$ cat src/rtl/program_loader.sv
// Byte-stream program loader: receives a word count and little-endian words, writes them into
// instruction memory and releases the core from reset. LOADER_CHECKSUM_EN adds a trailing XOR byte.
module program_loader #(
  parameter logic [31:0] BASE_ADDR = 32'h0000_0000,
  parameter int unsigned MAX_WORDS = 256
) (
  input  logic        clk_i,
  input  logic        reset_i,
  input  logic [7:0]  byte_i,
  input  logic        byte_valid_i,
  output logic        byte_ready_o,
  output logic        imem_write_enable_o,
  output logic [31:0] imem_address_o,
  output logic [31:0] imem_data_o,
  output logic        core_reset_o,
  output logic        done_o,
  output logic        error_o
);

  typedef enum logic [2:0] {
    StLenLo,
    StLenHi,
    StData,
    StWrite,
`ifdef LOADER_CHECKSUM_EN
    StCheck,
`endif
    StDone,
    StError
  } state_e;

  state_e      state_q, state_d;
  logic [15:0] count_q, count_d;
  logic [15:0] index_q, index_d;
  logic        len_taken_q, len_taken_d;
  logic [1:0]  lane_q, lane_d;
  logic [31:0] word_q, word_d;
  logic [31:0] addr_q, addr_d;
  logic        write_q, core_reset_q, done_q, error_q;
`ifdef LOADER_CHECKSUM_EN
  logic [7:0]  csum_q, csum_d;
`endif

  logic ready_state;
  logic accept;

  // LEN_HI drops ready for one cycle after the high byte so the count check sees a settled register.
  always_comb begin
    ready_state = 1'b0;
    unique case (state_q)
      StLenLo: ready_state = 1'b1;
      StLenHi: ready_state = ~len_taken_q;
      StData:  ready_state = 1'b1;
`ifdef LOADER_CHECKSUM_EN
      StCheck: ready_state = 1'b1;
`endif
      default: ready_state = 1'b0;
    endcase
  end

  assign byte_ready_o = ready_state & ~reset_i;
  assign accept       = byte_valid_i & byte_ready_o;

  always_comb begin
    state_d     = state_q;
    count_d     = count_q;
    index_d     = index_q;
    len_taken_d = len_taken_q;
    lane_d      = lane_q;
    word_d      = word_q;
    addr_d      = addr_q;
`ifdef LOADER_CHECKSUM_EN
    csum_d      = csum_q;
`endif
    unique case (state_q)
      StLenLo: begin
        if (accept) begin
          count_d[7:0] = byte_i;
          state_d      = StLenHi;
        end
      end
      StLenHi: begin
        if (len_taken_q) begin
          len_taken_d = 1'b0;
          if (count_q == 16'd0) begin
            state_d = StDone;
          end else if ({16'd0, count_q} > MAX_WORDS) begin
            state_d = StError;
          end else begin
            state_d = StData;
          end
        end else if (accept) begin
          count_d[15:8] = byte_i;
          len_taken_d   = 1'b1;
        end
      end
      StData: begin
        if (accept) begin
          word_d[{lane_q, 3'b000} +: 8] = byte_i;
          lane_d = lane_q + 2'd1;
`ifdef LOADER_CHECKSUM_EN
          csum_d = csum_q ^ byte_i;
`endif
          if (lane_q == 2'd3) begin
            state_d = StWrite;
          end
        end
      end
      StWrite: begin
        index_d = index_q + 16'd1;
        addr_d  = addr_q + 32'd4;
        if (index_d == count_q) begin
`ifdef LOADER_CHECKSUM_EN
          state_d = StCheck;
`else
          state_d = StDone;
`endif
        end else begin
          state_d = StData;
        end
      end
`ifdef LOADER_CHECKSUM_EN
      StCheck: begin
        if (accept) begin
          state_d = (byte_i == csum_q) ? StDone : StError;
        end
      end
`endif
      default: state_d = state_q;
    endcase
  end

  // Outputs are flopped from the next state so they line up exactly with the state register.
  always_ff @(posedge clk_i) begin
    if (reset_i) begin
      state_q      <= StLenLo;
      count_q      <= 16'd0;
      index_q      <= 16'd0;
      len_taken_q  <= 1'b0;
      lane_q       <= 2'd0;
      word_q       <= 32'd0;
      addr_q       <= BASE_ADDR;
      write_q      <= 1'b0;
      core_reset_q <= 1'b1;
      done_q       <= 1'b0;
      error_q      <= 1'b0;
`ifdef LOADER_CHECKSUM_EN
      csum_q       <= 8'd0;
`endif
    end else begin
      state_q      <= state_d;
      count_q      <= count_d;
      index_q      <= index_d;
      len_taken_q  <= len_taken_d;
      lane_q       <= lane_d;
      word_q       <= word_d;
      addr_q       <= addr_d;
      write_q      <= (state_d == StWrite);
      core_reset_q <= (state_d != StDone);
      done_q       <= (state_d == StDone);
      error_q      <= (state_d == StError);
`ifdef LOADER_CHECKSUM_EN
      csum_q       <= csum_d;
`endif
    end
  end

  assign imem_write_enable_o = write_q;
  assign imem_address_o      = addr_q;
  assign imem_data_o         = word_q;
  assign core_reset_o        = core_reset_q;
  assign done_o              = done_q;
  assign error_o             = error_q;

endmodule

$ cat config.mk
export PLATFORM = sky130hd
export DESIGN_NAME = program_loader
export DESIGN_NICKNAME = d
export VERILOG_FILES = /design/src/rtl/program_loader.sv
export SDC_FILE = /design/constraint.sdc
export NUM_CORES = 1
export LEC_CHECK = 0
export ABC_CLOCK_PERIOD_IN_PS = 2100
export BUFFER_PORTS_ARGS = -buffer_cell sky130_fd_sc_hd__buf_2
export CAP_MARGIN = 5
export CELL_PAD_IN_SITES_DETAIL_PLACEMENT = 1
export CELL_PAD_IN_SITES_GLOBAL_PLACEMENT = 1
export CORE_UTILIZATION = 38
export DETAILED_ROUTE_END_ITERATION = 8
export HOLD_SLACK_MARGIN = 0.05
export PLACE_DENSITY = 0.76
export RECOVER_POWER = 50
export SYNTH_ARGS = -nofsm -noshare
export SYNTH_HDL_FRONTEND = slang
export SYNTH_SLANG_ARGS = --single-unit
$ cat constraint.sdc
create_clock -name clk_i -period 2.1 [get_ports clk_i]
set_input_delay 0.105 -clock clk_i [delete_from_list [all_inputs] [get_ports clk_i]]
set_output_delay 0.105 -clock clk_i [all_outputs]
set_load 0.03 [all_outputs]
# Word-level counts from Yosys, hierarchy flattened

Index checks and enable logic that the tools add are counted.

$add $sub $neg: 4
$lt $le $gt $ge: 1
Equality and inequality tests: 9
Shift operators: 2
Mux-type cells: 12
Bitwise operators: 4
Reduce and logical (&&, ||, !) cells: 6

Operators by type and width:

| cell                                                  | count |
|---|---|
| adder 32 x 3 -> 32 bit (second input constant)        | 1 |
| bitwise mux 32 bit                                    | 1 |
| variable shift 8 x 7 -> 32 bit (first input constant) | 1 |
| variable part select 8 x 7 -> 32 bit                  | 1 |
| 2-to-1 mux 3 bit                                      | 7 |
| adder 16 x 1 -> 16 bit (second input constant)        | 1 |
| equality test 16 bit                                  | 1 |
| > comparator 16 x 9 -> 1 bit (second input constant)  | 1 |
| logical NOT 16 bit                                    | 1 |
| one-hot mux 3 bit (4 select lines)                    | 1 |
| equality test 3 x 2 -> 1 bit (second input constant)  | 3 |
| negator 5 -> 7 bit                                    | 1 |
| equality test 3 bit (second input constant)           | 2 |
| AND reduction 2 bit                                   | 2 |
| equality test 3 x 1 -> 1 bit (second input constant)  | 1 |
| logical NOT 3 bit                                     | 1 |
| inequality test 3 bit (second input constant)         | 1 |
| AND reduction 3 bit                                   | 1 |
| adder 2 x 1 -> 2 bit (second input constant)          | 1 |
| bitwise AND 1 bit                                     | 2 |
| equality test 2 bit (second input constant)           | 1 |
| 2-to-1 mux 1 bit                                      | 2 |
| inverter 1 bit                                        | 2 |
| one-hot mux 1 bit (2 select lines)                    | 1 |
| OR reduction 2 bit                                    | 1 |

Flip-flop bits (word level): 106
Input port bits: 11
Output and inout port bits: 69
Logic and storage cells: 50

# Logic depth before layout (Yosys ltp)

Depth after elaboration: 8
Depth in mapped cells: 8
Mapped depth without buffers: 7

# Least setup slack after synthesis

No wires, ideal clock.

Path type: register to register
Start: register index_q[0]
End: register core_reset_q, in the netlist core_reset_o
Setup time: 0.120 ns
Arrival: 2.118 ns
Data required time: 1.980 ns
Slack: -0.138 ns
Stages on the path, launching flop included: 8
Buffers on the path: 0
Clock period less this slack: 2.238 ns
Cells stage by stage: dfxtp_1 ha_1 nand3_1 nor4_1 mux2_2 a2111oi_4 nand4_2 a211o_1

Longest elaborated chain between the ends: 5

RTL lines:

| item                               | RTL line | RTL |
|---|---|---|
| start: declaration                 | 34       | `logic [15:0] index_q, index_d;` |
| start signal: assignment           | 153      | `index_q <= index_d;` |
| adder 16 x 1 -> 16 bit             | 110      | `index_d = index_q + 16'd1;` |
| equality test 16 bit               | 112      | `if (index_d == count_q) begin` |
| 2-to-1 mux 3 bit                   | 112      |  |
| one-hot mux 3 bit (4 select lines) | 75       | `unique case (state_q)` |
| inequality test 3 bit              | 159      | `core_reset_q <= (state_d != StDone);` |
| end signal: assignment             | 159      |  |
| end: declaration                   | 39       | `logic write_q, core_reset_q, done_q, error_q;` |

No other way between the ends.
A chain may end at the register's enable or synchronous reset.

# Worst setup path after layout

Start: register index_q[14]
End: register core_reset_q, in the netlist core_reset_o

The elaborated chain is that of the path after synthesis.

==> impl_results.md <==
* CTS root buffer: clkbuf_16
* Syn Area/Cell at 8.575 µm²
* Hold crit path type: input pin to register
* Worst path top cell family by delay: compound AO/OA/AOI/OAI gates
* Crit path max fanout at 4
* Critical Path AT at 2.46 ns
* DRC viols at 0
* Mapped Area at 4862 µm²
* RePlAce Congestion at 0.8374
* Global route total overflow at 0
* Nets at 690
* Worst EP required at 2.35 ns
* Async SR Flop Fraction at 0%
* Number of cells on the critical path at 6
* CTS max path bufs at 2
* Fin crit period at 2.215 ns
* Row Count at 40
* I/O pins at 80
* Critical path cell sequence: xnor2_2 > or3b_4 > mux2_4 > a2111oi_4 > nand4_2 > a211o_1
* Die width at 115.1 µm
* GRT Overall Usage at 22.24%
* Slew HR at 27.72%
* DP Cell Count at 822
* Die span in y at 115.1 µm
* Final setup vio count at 3
* Power per cell area at 660.3 nW/µm²
* Failing checks: setup timing
* Reg2reg path depth at 6
* Overall Power at 3.948 mW
* Max Clk Rate at 451.4 MHz
* DR vias/cell at 5.153
* Final Max Slew Viols at 0
* Post-DP HPWL at 9.626 mm
* Slowest cell on crit path: or3b_4
* Post-Route WL at 13.79 mm
* WS Path Type: register to register
* Number of I/O port buffers at 77
* Routed length per instance at 16.34 µm
* # diodes at 0
* Yosys Warn Count at 0
* CP Capture Type: register
* Mapped Cells at 567
* Peak VDD IR at 647.2 µV
* Clk_lat worst skew at 0.37 ns
* Clock Skews at 0.007447 ns
* Initial antenna violation count at 0
* Drt initial violations at 202
* Core area at 12,260 µm²
* Hold Path Stages at 3
* Yosys cell types at 56
* Slowest stage delay, CP at 0.41 ns
* Worst Path Buf+Inv at 0
* Total number of vias at 4,349
* Initial Util at 39.65%
* Fin. Hold Viols at 0
* DR pass1 iterations at 4
* Share of cells above drive strength 1 at 15.68%
* Tightest Pin Transition at 1.084 ns
* CTS buffer count at 9
* Ys flop type: dfxtp_1
* Largest net degree at the start of global routing at 105
* H-tree levels at 3
* Worst Setup Slack, final at -0.1153 ns
* Final worst path period share at 105.5%
* Sequential area share after synthesis at 42.82%
* TNS Setup at -0.1813 ns
* First-pass GRT wire length at 22.72 mm
* Post-DRT Antenna Nets at 0
* RSZ-0062 raised after global routing: true
* CTS clk-pin slew, worst paths at 0.07 ns
* Post-synth EDFFs at 0
* Type of origin of the critical path: register
* Full die area at 13,250 µm²
* Max-cap viol count at 0
* #FFs+latches synth at 104
* CTS tree: yes
* TritonCTS Sinks at 104
* Area Growth Syn to Fin at 22.98%
* Static leakage at 2.118 nW
* Outcome: finished, violations left
* Finished Layout Cells at 844
* Vias in the first global route at 4,482
sequential cells by signal (all words and copies together) (netlist names):
| register | flops |
|---|---|
| lane_q | 2 |
| count_q | 16 |
| index_q | 16 |
| imem_write_enable_o | 1 |
| error_o | 1 |
| state_q | 3 |
| len_taken_q | 1 |
| imem_address_o | 30 |
| done_o | 1 |
| imem_data_o | 32 |
| core_reset_o | 1 |
tightest hold or removal path: stages:
cell and delay, ns:
buf_2 0.15, nand3_1 0.08, a21oi_1 0.06
worst paths after layout:
path	startpoint	to	slack, ns
setup / recovery	index_q[14]$_SDFFE_PP0P_	core_reset_o$_SDFF_PP1_	-0.12
hold / removal	byte_i[4]	imem_data_o[28]$_SDFFE_PP0P_	0.08
setup reg to reg	index_q[14]$_SDFFE_PP0P_	core_reset_o$_SDFF_PP1_	-0.12
hold reg to reg	imem_data_o[6]$_SDFFE_PP0P_	imem_data_o[6]$_SDFFE_PP0P_	0.45
area by class of cell:
cell class	count	area (µm²)
fillers	1534	6282
flip-flops and latches	104	2108
clock inverters	6	67.56
inverters	10	37.54
clock buffers	10	239.0
repair buffers	125	665.6
well taps	168	210.2
multi-input cells	421	2651
where the power goes:
group          switching, mW  internal [mW]
sequential            0.0157           1.98
combinational          0.122         0.0689
clock                  0.800          0.961
total                  0.938           3.01
per-layer routing:
layer / up-vias / share of wire (%) / track usage, %
met3: 26 / 5.4 / 6.958
met2: 86 / 49 / 37.71
li1: 2142 / - / -
met1: 2095 / 44 / 26.30
met4: 0 / 2.4 / 8.398
met5: - / 0 / 0
per-stage QoR:
stage          util [%]  setup slack [ns]  cell area (µm²)  hold WS [ns]
4_1_cts           49.60          -0.07291             6082       0.07014
3_5_place_dp      46.10           -0.1087             5653        0.4255
3_3_place_gp      46.10          -0.01195             5653        0.4107
6_report          48.77           -0.1153             5979       0.08003
2_1_floorplan         -           0.01148             4888        0.2489
5_1_grt           48.77           -0.1890             5979       0.08061
timing repair:
item                                    CTS  global route
pin swaps                                 7             5
resized for setup                        26             1
setup buffers                             4             1
endpoints found under the hold margin     1             0
hold buffers                              1             0
endpoints found under the setup margin    3            12
Yosys cell counts (5+ instances only):
cell type / number / share of area (%)
o21ai_0: 12 / 1.2
dfxtp_1: 104 / 43
xor2_1: 24 / 4.3
nor2b_1: 5 / 0.64
mux2i_1: 18 / 3.7
nand4_1: 13 / 1.7
nor4_1: 5 / 0.64
nor3_1: 13 / 1.3
inv_1: 10 / 0.77
and3_1: 6 / 0.77
nand2_1: 65 / 5.0
or3_1: 9 / 1.2
ha_1: 8 / 2.1
clkbuf_1: 20 / 1.5
nand3_1: 48 / 4.9
buf_2: 8 / 0.82
nor2_1: 63 / 4.9
xnor2_1: 32 / 5.8
a21oi_1: 47 / 4.8
and2_1: 6 / 0.77
cells by family (layout without fill, tap and decap cells):
| family | count (synthesis) | in the layout | share of synthesized area (%) |
|---|---|---|---|
| and+or+nand+nor | 258 | 258 | 27.05 |
| DFF | 104 | 104 | 42.82 |
| AOI/OAI and AO/OA | 76 | 76 | 9.393 |
| xor gates and xnor gates | 58 | 58 | 10.89 |
| buffers and inverters | 43 | 151 | 3.783 |
| muxes | 19 | 19 | 3.937 |
| adders and majority gates | 8 | 8 | 2.059 |
| other | 1 | 2 | 0.07713 |
placed cells by master (no fill, tap or decap), types with 3 or more instances in the layout:
cell,Yosys,layout
dfxtp_1,104,91
or3_1,9,9
dfxtp_2,0,9
xor2_1,24,24
nor3b_1,4,4
nor2_1,63,63
nor4_1,5,4
nand4_1,13,13
dfxtp_4,0,4
buf_2,8,11
nor3_1,13,14
a21oi_1,47,47
nor2b_1,5,5
a31oi_1,3,3
o21ai_0,12,12
buf_6,0,3
and2_1,6,5
and3_1,6,6
buf_4,3,41
inv_1,10,10
nor4_4,2,3
xnor2_1,32,31
clkbuf_16,0,9
clkbuf_1,20,69
and4_1,3,3
nand2_1,65,64
nand3_1,48,47
ha_1,8,7
mux2i_1,18,18
No activity file was read; power rests on OpenSTA's default activity.
